### config.mk
export PLATFORM = sky130hd
export DESIGN_NAME = ex_shift_stage
export DESIGN_NICKNAME = d
export VERILOG_FILES = /design/src/rtl/ex_shift_pkg.sv /design/src/rtl/ex_shift_stage_shift_core.sv /design/src/rtl/ex_shift_stage.sv
export SDC_FILE = /design/constraint.sdc
export NUM_CORES = 1
export LEC_CHECK = 0
export ABC_CLOCK_PERIOD_IN_PS = 2400
export BUFFER_PORTS_ARGS = -buffer_cell sky130_fd_sc_hd__buf_2
export CORE_ASPECT_RATIO = 0.8
export CORE_MARGIN = 2
export CORE_UTILIZATION = 57
export DETAILED_ROUTE_END_ITERATION = 16
export HOLD_SLACK_MARGIN = 0.03
export PLACE_DENSITY = 0.91
export SYNTH_ARGS = -nofsm -noshare
export SYNTH_HDL_FRONTEND = slang
export SYNTH_HIERARCHICAL = 1
export SYNTH_SLANG_ARGS = --single-unit
### constraint.sdc
create_clock -name clk -period 2.4 [get_ports clk]
set_clock_uncertainty 0.1 [all_clocks]
set_input_delay 0.24 -clock clk [delete_from_list [all_inputs] [get_ports clk]]
set_output_delay 0.24 -clock clk [all_outputs]
set_load 0.02 [all_outputs]
### src/rtl/ex_shift_pkg.sv
// ex_shift_pkg: shared types and default widths for the execute-stage shift pipe
package ex_shift_pkg;
  localparam int DW_DEF = 8;
  localparam int CW_DEF = 4;
  localparam int TAGW_DEF = 5;
  typedef enum logic [1:0] {SH_SLL, SH_SRL, SH_SRA, SH_ROR} shift_op_t;
  typedef enum logic [1:0] {OCC_EMPTY, OCC_ONE, OCC_TWO} occ_state_t;
endpackage

### src/rtl/ex_shift_stage_shift_core.sv
// shift_core: combinational SLL/SRL/SRA/ROR; linear shifts by n>=DW give zero, ROR wraps n mod DW
module shift_core
  import ex_shift_pkg::*;
#(
  parameter int DW = DW_DEF,
  parameter int CW = CW_DEF
) (
  input  shift_op_t       i_op,
  input  logic [DW-1:0]   i_a,
  input  logic [CW-1:0]   i_n,
  output logic [DW-1:0]   o_res
);
  logic            w_big;
  logic [DW-1:0]   w_sra;
  logic [2*DW-1:0] w_rot;
  assign w_big = 32'(i_n) >= DW;
  assign w_sra = $signed(i_a) >>> i_n;
  assign w_rot = {i_a, i_a} >> (32'(i_n) % DW);
  always_comb begin
    o_res = i_op == SH_ROR ? w_rot[DW-1:0] :
            w_big          ? '0 :
            i_op == SH_SLL ? i_a << i_n :
            i_op == SH_SRL ? i_a >> i_n : w_sra;
  end
endmodule

### src/rtl/ex_shift_stage.sv
// ex_shift_stage: registered shift pipe with 2-entry skid buffer and flush.
// Optional flag outputs out_zero/out_neg when EX_SHIFT_FLAGS_EN is defined.
module ex_shift_stage
  import ex_shift_pkg::*;
#(
  parameter int DW   = DW_DEF,
  parameter int CW   = CW_DEF,
  parameter int TAGW = TAGW_DEF
) (
  input  logic            clk,
  input  logic            rst,
  input  logic            flush,
  input  logic            in_valid,
  output logic            in_ready,
  input  logic [1:0]      in_op,
  input  logic [DW-1:0]   in_a,
  input  logic [DW-1:0]   in_b,
  input  logic [TAGW-1:0] in_rd,
  output logic            out_valid,
  input  logic            out_ready,
  output logic [DW-1:0]   out_data,
`ifdef EX_SHIFT_FLAGS_EN
  output logic            out_zero,
  output logic            out_neg,
`endif
  output logic [TAGW-1:0] out_rd
);
`ifdef EX_SHIFT_FLAGS_EN
  localparam int PW = DW + TAGW + 2;
`else
  localparam int PW = DW + TAGW;
`endif
  occ_state_t    r_state;
  logic          r_in_ready;
  logic          r_out_valid;
  logic [PW-1:0] r_out;
  logic [PW-1:0] r_skid;
  logic [DW-1:0] w_res;
  logic [PW-1:0] w_pay;
  logic          w_acc;
  logic          w_drain;
  logic          w_unused_b;
  shift_core #(.DW(DW), .CW(CW)) u_core (
    .i_op (shift_op_t'(in_op)),
    .i_a  (in_a),
    .i_n  (in_b[CW-1:0]),
    .o_res(w_res)
  );
  assign w_unused_b = ^in_b;
`ifdef EX_SHIFT_FLAGS_EN
  assign w_pay    = {w_res == '0, w_res[DW-1], in_rd, w_res};
  assign out_zero = r_out[PW-1];
  assign out_neg  = r_out[PW-2];
`else
  assign w_pay = {in_rd, w_res};
`endif
  assign w_acc     = in_valid & r_in_ready;
  assign w_drain   = r_out_valid & out_ready;
  assign in_ready  = r_in_ready;
  assign out_valid = r_out_valid;
  assign out_data  = r_out[DW-1:0];
  assign out_rd    = r_out[DW+TAGW-1:DW];
  // flush keeps the data registers so outputs never change to garbage while invalid
  always_ff @(posedge clk) begin
    if (rst) begin
      r_state     <= OCC_EMPTY;
      r_in_ready  <= 1'b1;
      r_out_valid <= 1'b0;
      r_out       <= '0;
      r_skid      <= '0;
    end else if (flush) begin
      r_state     <= OCC_EMPTY;
      r_in_ready  <= 1'b1;
      r_out_valid <= 1'b0;
    end else begin
      case (r_state)
        OCC_EMPTY: if (w_acc) begin
          r_out       <= w_pay;
          r_out_valid <= 1'b1;
          r_state     <= OCC_ONE;
        end
        OCC_ONE: if (w_acc && !w_drain) begin
          r_skid     <= w_pay;
          r_in_ready <= 1'b0;
          r_state    <= OCC_TWO;
        end else if (w_acc) begin
          r_out <= w_pay;
        end else if (w_drain) begin
          r_out_valid <= 1'b0;
          r_state     <= OCC_EMPTY;
        end
        OCC_TWO: if (w_drain) begin
          r_out      <= r_skid;
          r_in_ready <= 1'b1;
          r_state    <= OCC_ONE;
        end
        default: r_state <= OCC_EMPTY;
      endcase
    end
  end
endmodule
* Yosys cells after proc, flatten, opt, wreduce, memory -nomap -nowiden
Cells that the tools add are included.
Storage, ports and cells: RAM bits 0, ROM bits 0, register bits after elaboration 30, memories kept 0, bits in latches 0, word-level logic and storage cells 60, output and inout bits 15
Operators by class: equal/unequal tests 12, multiply operators 0, $add $sub $neg 0, mux-type cells 22, bitwise operators 3, reduce and logical (&&, ||, !) cells 13, order comparisons 1, shifts and indexed selects 4, div/mod/pow operators 0
Operators by type and width (count):
- $mux W13 | 3
- $pmux W13 S3 | 1
- $mux W8 | 4
- $shr A16 B3 Y8 | 1
- $ne A2 B2 Y1 const B | 6
- $mux W2 | 5
- $reduce_and A4 Y1 | 2
- $shl A8 B4 Y8 | 1
- $shr A8 B4 Y8 | 1
- $sshr A8 B4 Y8 | 1
- $mux W1 | 6
- $ne A3 B3 Y1 const B | 2
- $pmux W2 S3 | 1
- $reduce_and A3 Y1 | 2
- $reduce_and A5 Y1 | 1
- $eq A2 B1 Y1 const B | 2
- $eq A2 B2 Y1 const B | 2
- $ge A4 B4 Y1 const B | 1
- $logic_not A2 Y1 | 2
- $pmux W1 S2 | 2
- $reduce_bool A2 Y1 | 2
- $reduce_bool A3 Y1 | 1
- $and A1 B1 Y1 | 2
- $reduce_or A2 Y1 | 1
- other kinds (3) | 3

* Longest topological paths before layout
word-level depth 8, mapped depth 9, depth with buffers taken out 6

* Cells and area by module
The synthesis kept the hierarchy.
By module, submodules not included:
- ex_shift_stage | area an instance 1418.9 um^2, times used 1, sequential area each 600.6 um^2, cells an instance 131
- shift_core | area an instance 1072.3 um^2, times used 1, sequential area each 0.0 um^2, cells an instance 134

* Least setup slack after synthesis
Ideal clock, no wire load.
path type input port to flip-flop, start input port in_b[0], end register r_out[7], path slack 513 ps, required time 2159 ps, arrival time 1646 ps, cell stages on the path 7, cells stage by stage buf_6 mux4_2 mux2_2 a21boi_0 o22ai_1 mux2i_1 a311oi_2
On the way: word-level cells in the longest chain between the ends 8
Ends and longest elaborated chain:
- from (decl) | RTL line ex_shift_stage.sv:17 | input logic [DW-1:0] in_b,
- $sshr A8 B4 Y8 / $shr A8 B4 Y8 (equally long branches) | RTL line ex_shift_stage_shift_core.sv:17, ex_shift_stage_shift_core.sv:23
- $mux W8 | RTL line ex_shift_stage_shift_core.sv:23 | i_op == SH_SRL ? i_a >> i_n : w_sra;
- $mux W8 | RTL line ex_shift_stage_shift_core.sv:22 | i_op == SH_SLL ? i_a << i_n :
- $mux W8 | RTL line ex_shift_stage_shift_core.sv:21 | w_big ? '0 :
- $mux W8 * | RTL line ex_shift_stage_shift_core.sv:20 | o_res = i_op == SH_ROR ? w_rot[DW-1:0] :
- via w_res[7] | RTL line ex_shift_stage.sv:38 | logic [DW-1:0] w_res;
- $mux W13 * | RTL line ex_shift_stage.sv:77, ex_shift_stage.sv:86
- $mux W13 | RTL line ex_shift_stage.sv:82 | OCC_ONE: if (w_acc && !w_drain) begin
- $pmux W13 S3 * | RTL line ex_shift_stage.sv:76 | case (r_state)
- to (signal assigned) | RTL line ex_shift_stage.sv:78 | r_out <= w_pay;
- to (signal assigned) | RTL line ex_shift_stage.sv:87 | r_out <= w_pay;
- to (signal assigned) | RTL line ex_shift_stage.sv:93 | r_out <= r_skid;
- to (decl) | RTL line ex_shift_stage.sv:36 | logic [PW-1:0] r_out;
Mark *: on every way through the listed nets, which the timed path passes. The rest lies on a longest branch. The select of a mux whose other input is x is not followed. A chain may end at the register's enable or synchronous reset.

* Final worst setup path
start input port in_b[1], end register r_out[3]
The elaborated chain is that of the path after synthesis.

==> impl_results.md <==
* Status: finished clean
* Worst Hold Depth at 3
* Worst Reg-to-Reg Cells at 5
* Leakage power at 0.001155 uW
* H-Tree Depth at 2
* Most common flop cell mapped by yosys: dfxtp_1
* Pre-Repair DR Iteration Count at 5
* Gr ovfl total at 0
* Crit-path max FO at 21
* Vias per cell at 6.509
* Peak supply drop at 0.2879 mV
* Nets at 320
* GP Congestion at 0.8988
* Commonest non-fill, non-tap cell in the layout: mux2i_1
* P&R area growth vs syn at 11.85%
* Setup TNS at 0 ns
* CTS hold repair buffers at 0
* Post-CTS Repair Setup Buffers at 0
* Die X at 77.91 um
* Worst setup SP type: input pin
* Antenna cells at 0
* Final Cycle Share at 86.15%
* Slew @ Worst Pin at 0.6044 ns
* Setup-failing EPs final at 0
* Critical Path AT at 2.15 ns
* Synth Instances at 265
* CP Capture Type: register
* Total die area at 0.004918 mm^2
* CTS sink count at 30
* Global-route usage over all layers at 25.75%
* Unrepaired setup endpoints after global routing: false
* Avg WL per Cell at 17.15 um
* Resized Gates After CTS at 0
* Most frequent cells in the layout: 40 x mux2i_1, 38 x buf_2, 30 x dfxtp_1
* Min-delay worst type: in2reg
* FF+latch count, synth at 30
* Power Total at 1553 uW
* Post-synth EDFFs at 0
* IO buf count at 38
* Worst skew pair latency at 0.29 ns
* Synthesized area at 0.002491 mm^2
* DRC at 0
* Top cells by area, synth: dfxtp_1 24%, mux2i_1 16%, mux4_2 4.5%
* Clock Root Buffer: clkbuf_8
* Hold Violations, Final at 0
* Vias at 2,278
* Initial Utilization at 59.26%
* Io pins at 43
* Max-slew violation count at 0
* Synth cell types at 58
* Initial antenna violation count at 0
* Syn Area/Cell at 9.401 um^2
* Crit path kind: in2reg
* Max Cap Violations at 0
* CTS tree: done
* Post-DP HPWL at 4123 um
* FMAX at 483.7 MHz
* CTS Buf Count at 5
* Pin count of the biggest net entering global routing at 29
* Final WL at 6001 um
* Sequential share of the synthesized area at 24.11%
* Max_slew headroom at 59.20%
* Clk slew on worst S/H paths at 0.07 ns
* Area leader, netlist: dfxtp_1
* Pwr/cell area at 557.5 mW/mm^2
* Syn_nets at 293
* Antenna Nets Post-Route at 0
* Asr flop ratio synth at 0%
* Min cycle time layout at 2.068 ns
* Drt initial violations at 222
* CTS Buffer Depth at 2
* Post-synth top area share at 24.11%
* First-pass GRT wire length at 10,290 um
* DIE HEIGHT at 63.13 um
* Share of post-route cells with drive strength above 1 at 30.03%
* Ys Warns at 6
* Number of global-route vias before repair at 2,201
* Floorplan row count at 21
* CORE AREA at 0.004204 mm^2
* Critical path data required time at 2.49 ns
* Final Core Density at 66.28%
synthesized netlist by cell type (2+ instances only):
master,n
mux2i_1,40
dfxtp_1,30
nor2_1,25
a21oi_1,15
nand2_1,11
clkbuf_1,9
a21oi_2,7
a311oi_2,7
buf_6,7
a311oi_1,6
buf_2,6
nand2b_1,6
nand3b_1,6
nor3_1,6
o21ai_0,6
mux2_2,5
mux4_2,5
buf_4,4
o21a_1,4
a211oi_1,3
a31oi_1,3
inv_1,3
mux4_1,3
nand3_1,3
o2111ai_1,3
o31ai_1,3
a21boi_0,2
and2_1,2
and3_1,2
nor2b_1,2
nor3b_1,2
o22ai_1,2
o32ai_1,2
cells by family after synthesis:
kind of cell	synth area share, %
mux	26.02
xor+xnor	0.3516
compound gates	25.41
simple gates	16.57
buf+inv	7.534
flops	24.11
registers in the layout (all words and copies together) (netlist names):
name / flops
r_out: 13
r_skid: 13
r_state: 2
in_ready: 1
out_valid: 1
metrics by stage:
stage / std cells / cell area, um^2 / hold slack [ns] / setup WS [ns]
floorplan: 265 / 2491 / 0.2193 / 0.5129
global placement: 342 / 2644 / 0.3723 / 0.1951
detailed placement: 342 / 2644 / 0.3816 / 0.009635
CTS: 350 / 2786 / 0.1032 / 0.3114
global route: 350 / 2786 / 0.1056 / 0.07965
finish: 350 / 2786 / 0.1016 / 0.3325
routing by layer:
metal	routed length (um)	vias to the layer above	track usage, %
met5	0	-	0
met4	127	0	10.53
met3	327	19	4.155
met2	2987	106	42.67
met1	2559	1077	33.54
li1	-	1076	-
final cells by class:
type                    instances  area [um^2]
flip-flops and latches         30        600.6
multi-input cells             205         1703
inverters                       3        11.26
well taps                      57        71.32
fillers                       318         1418
clock inverters                 2        60.06
repair buffers                 47        257.7
clock buffers                   6        82.58
power by group:
group | internal, uW | switching [uW] | total (uW)
registers | 520 | 15.8 | 536
logic | 157 | 221 | 379
clock network | 443 | 196 | 639
total | 1120 | 433 | 1550
worst max-delay path: stages:
cell and delay (ns):
buf_2 0.35, buf_4 0.24, mux4_2 0.19, nor3b_1 0.25
nor3_1 0.12, a221oi_2 0.31, mux2i_1 0.13, a311oi_1 0.32
path summary, 6_finish.rpt:
kind	endpoint	slack, ns	from
setup / recovery	r_out[3]$_SDFFE_PP0P_	0.33	in_b[1]
hold / removal	r_skid[10]$_SDFFE_PP0P_	0.10	in_rd[2]
setup reg to reg	r_out[3]$_SDFFE_PP0P_	0.56	r_state[0]$_SDFFE_PP0P_
hold reg to reg	out_valid$_SDFFE_PP0P_	0.39	out_valid$_SDFFE_PP0P_
No activity file was read; power rests on OpenSTA's default activity.
